==> src/rtl/hdlc_frame_gen.sv <==
// hdlc_frame_gen - serial HDLC frame generator for driving a receiver's Rx input.
// One line bit per Clk cycle, every field LSB first. A frame is an opening flag,
// the zero-stuffed payload taken byte by byte over a valid/ready handshake, an
// optional CRC-16 FCS, then the closing flag. Frames can also end in an abort
// pattern, either on request or when the payload source underruns.
// Ports:
//   Clk, Rst           clock (one line bit per cycle), async active-low reset
//   Start              pulse: begin a frame (needs IDLE and enough idle ones)
//   DataIn/Valid/Last  payload byte stream; DataLast marks the final byte
//   DataReady          same-cycle pulse: DataIn/DataLast consumed
//   FcsEn, FcsCorrupt  sampled at Start: append FCS / invert FCS bit 0
//   AbortReq           pulse: abort the frame in progress
//   Tx                 serial line output (registered)
//   Busy               frame or abort in progress
//   FrameDone/Aborted  one-cycle pulse with the last closing-flag / abort bit
//   ByteCount          payload bytes consumed in the current/last frame (saturating)
module hdlc_frame_gen #(
   parameter int          IDLE_MIN = 8,
   parameter logic [15:0] FCS_INIT = 16'h0000
) (
   input  logic       Clk,
   input  logic       Rst,
   input  logic       Start,
   input  logic [7:0] DataIn,
   input  logic       DataValid,
   input  logic       DataLast,
   output logic       DataReady,
   input  logic       FcsEn,
   input  logic       FcsCorrupt,
   input  logic       AbortReq,
   output logic       Tx,
   output logic       Busy,
   output logic       FrameDone,
   output logic       Aborted,
   output logic [7:0] ByteCount
);

   localparam int IW = $clog2(IDLE_MIN + 2);
   localparam logic [IW-1:0] IDLE_SAT = IW'(IDLE_MIN);
   localparam logic [7:0] FLAG = 8'h7E;   // 0,1,1,1,1,1,1,0 on the line
   localparam logic [7:0] ABRT = 8'hFE;   // 0,1,1,1,1,1,1,1 on the line

   typedef enum logic [2:0] {S_IDLE, S_OPEN, S_DATA, S_FCS, S_CLOSE, S_ABORT} state_t;

   state_t         state;
   logic [3:0]     bitCnt;     // index of the field bit currently on Tx
   logic [2:0]     onesCnt;    // consecutive ones on Tx inside DATA/FCS
   logic [15:0]    sh;         // remaining bits of the byte or FCS being sent
   logic [15:0]    crc;
   logic           lastByte;
   logic           fcsEnR;
   logic           fcsCorR;
   logic [IW-1:0]  idleCnt;

   logic           abortOk;
   logic           stuffNeed;
   logic           boundary;
   logic           goAbort;
   logic           startOk;
   logic [2:0]     nxtIdx;
   logic [15:0]    fcsVal;

   function automatic logic [15:0] crcStep(input logic [15:0] c, input logic b);
      return {c[14:0], 1'b0} ^ (((c[15] ^ b) == 1'b1) ? 16'h8005 : 16'h0000);
   endfunction

   assign Busy      = (state != S_IDLE);
   assign abortOk   = AbortReq && (state == S_OPEN || state == S_DATA || state == S_FCS);
   // Five ones already on the line: the next bit is a stuffed 0 and the shifter stalls.
   assign stuffNeed = (state == S_DATA || state == S_FCS) && (onesCnt == 3'd5);
   // Byte boundary: the next edge wants a fresh payload byte.
   assign boundary  = (state == S_OPEN && bitCnt[2:0] == 3'd7) ||
                      (state == S_DATA && bitCnt[2:0] == 3'd7 && !stuffNeed && !lastByte);
   assign DataReady = boundary && DataValid && !abortOk;
   assign goAbort   = abortOk || (boundary && !DataValid);
   assign startOk   = (state == S_IDLE) && Start && (idleCnt == IDLE_SAT);
   assign nxtIdx    = bitCnt[2:0] + 3'd1;
   assign fcsVal    = crc ^ {15'd0, fcsCorR};

   always_ff @(posedge Clk or negedge Rst) begin
      if (!Rst) begin
         state     <= S_IDLE;
         Tx        <= 1'b1;
         FrameDone <= 1'b0;
         Aborted   <= 1'b0;
         ByteCount <= 8'd0;
         bitCnt    <= 4'd0;
         onesCnt   <= 3'd0;
         sh        <= 16'd0;
         crc       <= FCS_INIT;
         lastByte  <= 1'b0;
         fcsEnR    <= 1'b0;
         fcsCorR   <= 1'b0;
         idleCnt   <= IDLE_SAT;
      end else begin
         FrameDone <= 1'b0;
         Aborted   <= 1'b0;
         if (goAbort) begin
            // Any pending stuffed 0 is dropped; the abort pattern starts now.
            state   <= S_ABORT;
            Tx      <= 1'b0;
            bitCnt  <= 4'd0;
            onesCnt <= 3'd0;
         end else if (DataReady) begin
            state    <= S_DATA;
            Tx       <= DataIn[0];
            sh       <= {9'd0, DataIn[7:1]};
            crc      <= crcStep(crc, DataIn[0]);
            onesCnt  <= DataIn[0] ? onesCnt + 3'd1 : 3'd0;
            bitCnt   <= 4'd0;
            lastByte <= DataLast;
            if (ByteCount != 8'hFF) ByteCount <= ByteCount + 8'd1;
         end else if (stuffNeed) begin
            Tx      <= 1'b0;
            onesCnt <= 3'd0;
         end else begin
            case (state)
               S_IDLE: begin
                  Tx <= 1'b1;
                  if (idleCnt != IDLE_SAT) idleCnt <= idleCnt + IW'(1);
                  if (startOk) begin
                     state     <= S_OPEN;
                     Tx        <= FLAG[0];
                     bitCnt    <= 4'd0;
                     onesCnt   <= 3'd0;
                     crc       <= FCS_INIT;
                     ByteCount <= 8'd0;
                     fcsEnR    <= FcsEn;
                     fcsCorR   <= FcsCorrupt;
                  end
               end
               S_OPEN: begin
                  bitCnt <= bitCnt + 4'd1;
                  Tx     <= FLAG[nxtIdx];
               end
               S_DATA: begin
                  if (bitCnt[2:0] != 3'd7) begin
                     Tx      <= sh[0];
                     sh      <= {1'b0, sh[15:1]};
                     crc     <= crcStep(crc, sh[0]);
                     onesCnt <= sh[0] ? onesCnt + 3'd1 : 3'd0;
                     bitCnt  <= bitCnt + 4'd1;
                  end else if (fcsEnR) begin
                     state   <= S_FCS;
                     Tx      <= fcsVal[0];
                     sh      <= {1'b0, fcsVal[15:1]};
                     onesCnt <= {2'b00, fcsVal[0]};
                     bitCnt  <= 4'd0;
                  end else begin
                     state   <= S_CLOSE;
                     Tx      <= FLAG[0];
                     onesCnt <= 3'd0;
                     bitCnt  <= 4'd0;
                  end
               end
               S_FCS: begin
                  if (bitCnt != 4'd15) begin
                     Tx      <= sh[0];
                     sh      <= {1'b0, sh[15:1]};
                     onesCnt <= sh[0] ? onesCnt + 3'd1 : 3'd0;
                     bitCnt  <= bitCnt + 4'd1;
                  end else begin
                     state   <= S_CLOSE;
                     Tx      <= FLAG[0];
                     onesCnt <= 3'd0;
                     bitCnt  <= 4'd0;
                  end
               end
               S_CLOSE, S_ABORT: begin
                  if (bitCnt[2:0] == 3'd7) begin
                     state   <= S_IDLE;
                     Tx      <= 1'b1;
                     idleCnt <= '0;
                  end else begin
                     bitCnt <= bitCnt + 4'd1;
                     Tx     <= (state == S_CLOSE) ? FLAG[nxtIdx] : ABRT[nxtIdx];
                     if (bitCnt[2:0] == 3'd6) begin
                        FrameDone <= (state == S_CLOSE);
                        Aborted   <= (state == S_ABORT);
                     end
                  end
               end
               default: state <= S_IDLE;
            endcase
         end
      end
   end

endmodule

==> config.mk <==
export PLATFORM = sky130hd
export DESIGN_NAME = hdlc_frame_gen
export DESIGN_NICKNAME = d
export VERILOG_FILES = /design/src/rtl/hdlc_frame_gen.sv
export SDC_FILE = /design/constraint.sdc
export NUM_CORES = 1
export LEC_CHECK = 0
export BUFFER_PORTS_ARGS = -buffer_cell sky130_fd_sc_hd__buf_2
export CAP_MARGIN = 10
export CORE_MARGIN = 5
export CORE_UTILIZATION = 45
export CTS_CLUSTER_DIAMETER = 200
export DETAILED_ROUTE_END_ITERATION = 8
export PLACE_DENSITY = 0.75
export SLEW_MARGIN = 30
export SYNTH_ARGS = -nofsm -noshare
export SYNTH_HDL_FRONTEND = slang
export SYNTH_SLANG_ARGS = --single-unit
==> constraint.sdc <==
create_clock -name Clk -period 2.56 [get_ports Clk]
set_input_delay 0 -clock Clk [delete_from_list [all_inputs] [get_ports Clk]]
set_output_delay 0 -clock Clk [all_outputs]
set_load 0.01 [all_outputs]
Word level (Yosys, flattened, before mapping)
Memories as Yosys holds them, arrays and structs flattened. Index checks and enable logic that the tools add are counted.

Output and inout bits: 13. Flip-flop bits (word level): 60. RAM bits: 0. Memories: 2. Bits of input ports: 16. Memory bits (read-only): 16. Bits in latches: 0.

Memory list: (no name shown) (depth 8, width 1, read ports 1, clocked after Yosys merged registers in 0, wr ports 0, RTL line 176) `Tx <= (state == S_CLOSE) ? FLAG[nxtIdx] : ABRT[nxtIdx];`; (no name shown) (depth 8, width 1, read ports 1, clocked after Yosys merged registers in 0, wr ports 0, RTL line 176).

Reduce and logical (&&, ||, !) cells: 40. Mux-type cells: 72. Shifts and indexed selects: 0. Order comparisons: 1. $add $sub $neg: 5. Divide/modulo/power cells: 0. Bitwise gates (word level): 8. Eq/ne operators: 29. Multiply operators: 0.

Operators by type and width (count): $mux 16 (11); $pmux 16 s2 (2); $mux 3 (16); $mux 8 (5); $mux 4 (9); $xor 16x16->16 (2); $ne 4x4->1 const B (7); $mux 1 (24); $pmux 4 s5 (1); $reduce_and 5->1 (4); $xor 16x1->16 (1); $eq 3x3->1 const B (5); $pmux 3 s5 (1); $reduce_and 6->1 (2); $logic_and 1x1->1 (11); $ne 3x2->1 const B (3); $ne 3x3->1 const B (3); $pmux 3 s3 (1); $reduce_bool 3->1 (3); $add 4x1->4 const B (2); $add 8x1->8 const B (1); $ne 8x8->1 const B (1); $pmux 4 s2 (1); $reduce_bool 8->1 (1); 21 further kinds (38).

Longest topological paths before layout
Depth after elaboration: 11. Depth in mapped cells: 10. Gate-level depth less buffers: 8.

Least setup slack after synthesis
No wires, ideal clock.

Path kind: register -> register. Start: register bitCnt[0]. End: register crc[15]. Library setup time: 0.068 ns. Path buffers: 0. Path slack: 0.162 ns. Clock period less this slack: 2.398 ns. Cell stages (with the launch flop): 9. Data required time: 2.492 ns. Arrival time: 2.329 ns. Cell sequence: dfrtp_1 ha_1 ha_1 nor4bb_1 a41o_2 and3_4 or3_1 a2111o_1 nand3_1.

Longest elaborated chain between the ends: 9. Elaborated cells between the ends (all ways): 18. Those cells by class: eq/ne: 5; mux: 1; bitwise: 1; reduce/logical: 11.

Ends and longest elaborated chain: start: declaration (RTL line 46) `logic [3:0] bitCnt;`; start signal: assignment (RTL line 133) `bitCnt <= bitCnt + 4'd1;`; start signal: assignment (RTL line 142) `bitCnt <= bitCnt + 4'd1;`; start signal: assignment (RTL line 161) `bitCnt <= bitCnt + 4'd1;`; $eq 3x3->1 (RTL line 72, 73); $logic_and 1x1->1 (3 in a row) (RTL line 73) `(state == S_DATA && bitCnt[2:0] == 3'd7 && !stuffNeed && !lastByte);`; $logic_or 1x1->1 (RTL line 72) `assign boundary = (state == S_OPEN && bitCnt[2:0] == 3'd7) ||`; $logic_and 1x1->1, on equally long branches (RTL line 74, 75); $logic_and 1x1->1 / $logic_or 1x1->1 (equally long branches) (RTL line 74, 75); $ne 3x2->1 (no line) (tied with other cells); $reduce_and 5->1 (no line); end signal: assignment (RTL line 108) `crc <= crcStep(crc, DataIn[0]);`; end signal: assignment (RTL line 140) `crc <= crcStep(crc, sh[0]);`; end: declaration (RTL line 49) `logic [15:0] crc;`.

Parallel ways exist; a longest one is shown, timed or not. A chain may end at the register's enable or synchronous reset.

Worst setup path in the final report
Start: register bitCnt[1]. End: register crc[15].

Same word-level chain as after synthesis.

==> run summary <==
Worst hold slack - 0.0734 ns
Clock insertion delay at the later pin of the skew report - 0.34 ns
Critical-path maximum fanout - 6
Power share of the combinational group - 24.2%
Total negative setup slack - 0 ns
Internal cell power - 2.09 mW
Router iterations before antenna repair - 5
Setup Skew - 0.0106 ns
Final WL - 7590 µm
Post-synth design cell area - 3260 µm²
Total count of hold-check failures in the final report - 0
Tightest slew margin relative to the limit - 50.9%
Cell chosen for the clock root - sky130_fd_sc_hd__clkbuf_8
Number of antenna violations at the first check in global routing - 0
Required time of the critical path - 2.84 ns
GRT Util Overall - 18.4%
Peak clock frequency supported by timing - 400 MHz
P&R area growth vs syn - 19.4%
Switching share of power - 30.0%
Area of all sequential standard cells - 1480 µm²
Clock share of power - 37.7%
Post-synthesis sequential area ratio - 45.3%
ANT nets after route - 0
Startpoint of the worst setup timing path - bitCnt[1]$_DFFE_PN0P_
Crit Reg-Reg Startpoint - bitCnt[1]$_DFFE_PN0P_
Total length of routed met3 wires - 391 µm
GR Overflow Total - 0
Die W - 95.1 µm
Switching power summed over all nets - 897 µW
Data arrival time of the worst path - 2.78 ns
Critical Path Source Type - flop
Path class of the lowest-slack min-delay path - primary input to flop
CTS tree - built
Leading cell type in the layout, fill and taps excluded - sky130_fd_sc_hd__dfrtp_1
Mapped Nets - 375
Met2 wire length - 3520 µm
Core outline area - 7140 µm²
Sequential share of power - 38.2%
Maximum level of the CTS H-tree - 3
Yosys warns - 0
Die Height - 95.1 µm
Synthesized area per cell - 9.32 µm²
P per Cell Area - 767 nW/µm²
Vias per inst - 5.73
Antenna diode count - 0
Fill cell instance count of the final layout - 660
Number of buffers added by the clock tree synthesis step - 9
Total clock sinks - 59
Period utilization - 97.7%
Detailed placer's ending HPWL - 5370 µm
Max-Cap Viols - 0
Final critical path time including I/O delays and setup - 2.50 ns
Maximum ir drop on the vdd rail - 0.525 mV
Post-route DRC violation count - 0
Post-route design area - 3890 µm²
Slew Viols, Final - 0
Final Setup Violations - 0
Routability congestion estimate from global placement - 0.899
Starting utilization of the core area - 45.7%
Worst-case clock buffer depth - 2
Total I/O pin count - 29
Clock transition at the registers of the reported paths - 0.07 ns
Leakage power total - 1.92 nW
Number of port buffers - 28
Kind of critical path - flop to flop
Commonest non-fill, non-tap cells in the layout - sky130_fd_sc_hd__dfrtp_1, sky130_fd_sc_hd__nand2_1, sky130_fd_sc_hd__nor2_1, sky130_fd_sc_hd__buf_2, sky130_fd_sc_hd__nand3_1
Max Used Layer - met4
Initial detailed-routing violation count - 219
Instance area after placement - 3550 µm²
Share of cells above drive strength 1 - 18.9%
Number of instances in the synthesized netlist - 350
Number of different library cells in the post-synthesis netlist - 50
HP Start - DataIn[6]
Net total in the final layout - 418
Area occupied by multi-input gates - 1670 µm²
CP endpoint kind - flop
Status - complete, no violations
Average wire per cell in the routed design - 15.3 µm
Power after layout - 2.99 mW
Synth Register Bits - 59
Met1 routed wirelength after detailed routing - 3480 µm
Floorplan row count - 31
Vias - 2843
Wire length of the first global-routing pass - 13100 µm
Vias in the first global route - 2719
Maximum number of pins on one net before global-route repair - 60
Worst-Margin Slew - 0.736 ns
Die area - 9050 µm²
## per-layer routing
metal,track usage [%],up-vias
li1,-,1371
met3,2.76,21
met4,8.89,0
met1,25.6,1360
met5,0,-
met2,27.9,91
## state kept, by name, indices dropped and copies added, names as in the netlist, 3 cells and up
| name | count |
|---|---|
| ByteCount | 8 |
| onesCnt | 3 |
| crc | 16 |
| bitCnt | 4 |
| sh | 15 |
| state | 3 |
| idleCnt | 4 |
## power by group through the flow
stage                     clock, mW  combinational [mW]  sequential (mW)
final                          1.13               0.722             1.14
after global routing           1.19               0.817             1.15
after CTS                      1.14               0.716             1.14
after detailed placement          0               0.707             1.15
after global placement            0               0.689             1.15
after floorplan                   0               0.520             1.12
## worst max-delay path, cell delays in order (launching register included)
cell and delay [ns]:
sky130_fd_sc_hd__dfrtp_1 0.41, sky130_fd_sc_hd__ha_1 0.26, sky130_fd_sc_hd__ha_1 0.22, sky130_fd_sc_hd__nor4bb_2 0.18
sky130_fd_sc_hd__a41o_2 0.29, sky130_fd_sc_hd__and3_4 0.20, sky130_fd_sc_hd__or3_1 0.37, sky130_fd_sc_hd__a2111o_1 0.42
sky130_fd_sc_hd__nand3_1 0.09
## synthesized netlist by cell type (all sizes together)
cell type | instances | area (µm²)
a2111o | 1 | 11.3
a21boi | 2 | 15.0
a21o | 12 | 90.1
a21oi | 18 | 90.1
a221oi | 2 | 17.5
a22o | 16 | 140
a311oi | 7 | 61.3
a31oi | 5 | 31.3
a41o | 1 | 11.3
a41oi | 1 | 8.76
and2 | 2 | 12.5
and3 | 6 | 42.5
and4 | 2 | 17.5
buf | 7 | 36.3
clkbuf | 10 | 37.5
dfrtp | 57 | 1430
dfstp | 2 | 52.6
ha | 9 | 113
inv | 14 | 52.6
mux2 | 6 | 67.6
mux2i | 9 | 90.1
nand2 | 37 | 139
nand2b | 7 | 43.8
nand3 | 21 | 105
nand4 | 4 | 25.0
nand4b | 1 | 8.76
nor2 | 28 | 105
nor2b | 4 | 25.0
nor3 | 5 | 25.0
nor4 | 1 | 6.26
nor4bb | 1 | 10.0
o211ai | 2 | 15.0
o21a | 2 | 15.0
o21ai | 26 | 130
o21bai | 1 | 7.51
o22ai | 3 | 18.8
o31ai | 7 | 52.6
o32ai | 1 | 8.76
o41ai | 1 | 8.76
or2 | 1 | 6.26
or3 | 1 | 6.26
or3b | 2 | 17.5
xnor2 | 1 | 8.76
xnor3 | 1 | 22.5
xor2 | 3 | 26.3
## layout make-up
cell class                 count  area share, %
clock buffer                  10           3.53
multi-input combinational    260           42.8
inverter                      14           1.45
tap                           99           3.18
timing repair buffer          49           7.90
sequential                    59           38.0
clock inverter                 5           3.21
## kinds of logic (layout without fill, tap and decap cells)
group / after synthesis / count (layout) / share of synthesized area [%]
AND/OR/NAND/NOR: 123 / 123 / 18.3
AO/OA/AOI/OAI: 108 / 108 / 22.5
buffers and inverters: 31 / 78 / 3.87
multiplexers: 15 / 15 / 4.83
flip-flops: 59 / 59 / 45.3
adder cells (fa/ha/maj): 9 / 9 / 3.45
XOR/XNOR: 5 / 5 / 1.76
## stage by stage
| step | cells | util, % | worst slack (ns) |
|---|---|---|---|
| floorplan | 350 | - | 0.162 |
| detailed placement | 473 | 49.7 | 0.0552 |
| global route | 496 | 54.6 | -0.0632 |
| finish | 496 | 54.6 | 0.0585 |
| CTS | 495 | 54.4 | 0.0655 |
| global placement | 473 | 49.7 | 0.162 |
## repair_timing
action,CTS,global route
endpoints found under the hold margin,60,0
hold buffers,4,0
gates resized for setup,2,1
setup endpoints to repair,1,13
setup buffers,3,1
## final timing paths
check                                    endpoint  cells past startpoint  slack [ns]
setup / recovery              crc[15]$_DFFE_PN0P_                      8        0.06
hold / removal                  sh[5]$_DFFE_PN0P_                      4        0.07
setup reg to reg              crc[15]$_DFFE_PN0P_                      8        0.06
hold reg to reg                sh[13]$_DFFE_PN0P_                      2        0.48
max in group asynchronous     crc[12]$_DFFE_PN0P_                      3        1.73
min in group asynchronous  idleCnt[2]$_DFFE_PN0P_                      3        0.35
Note: power is estimated with default switching activity, not from simulation.
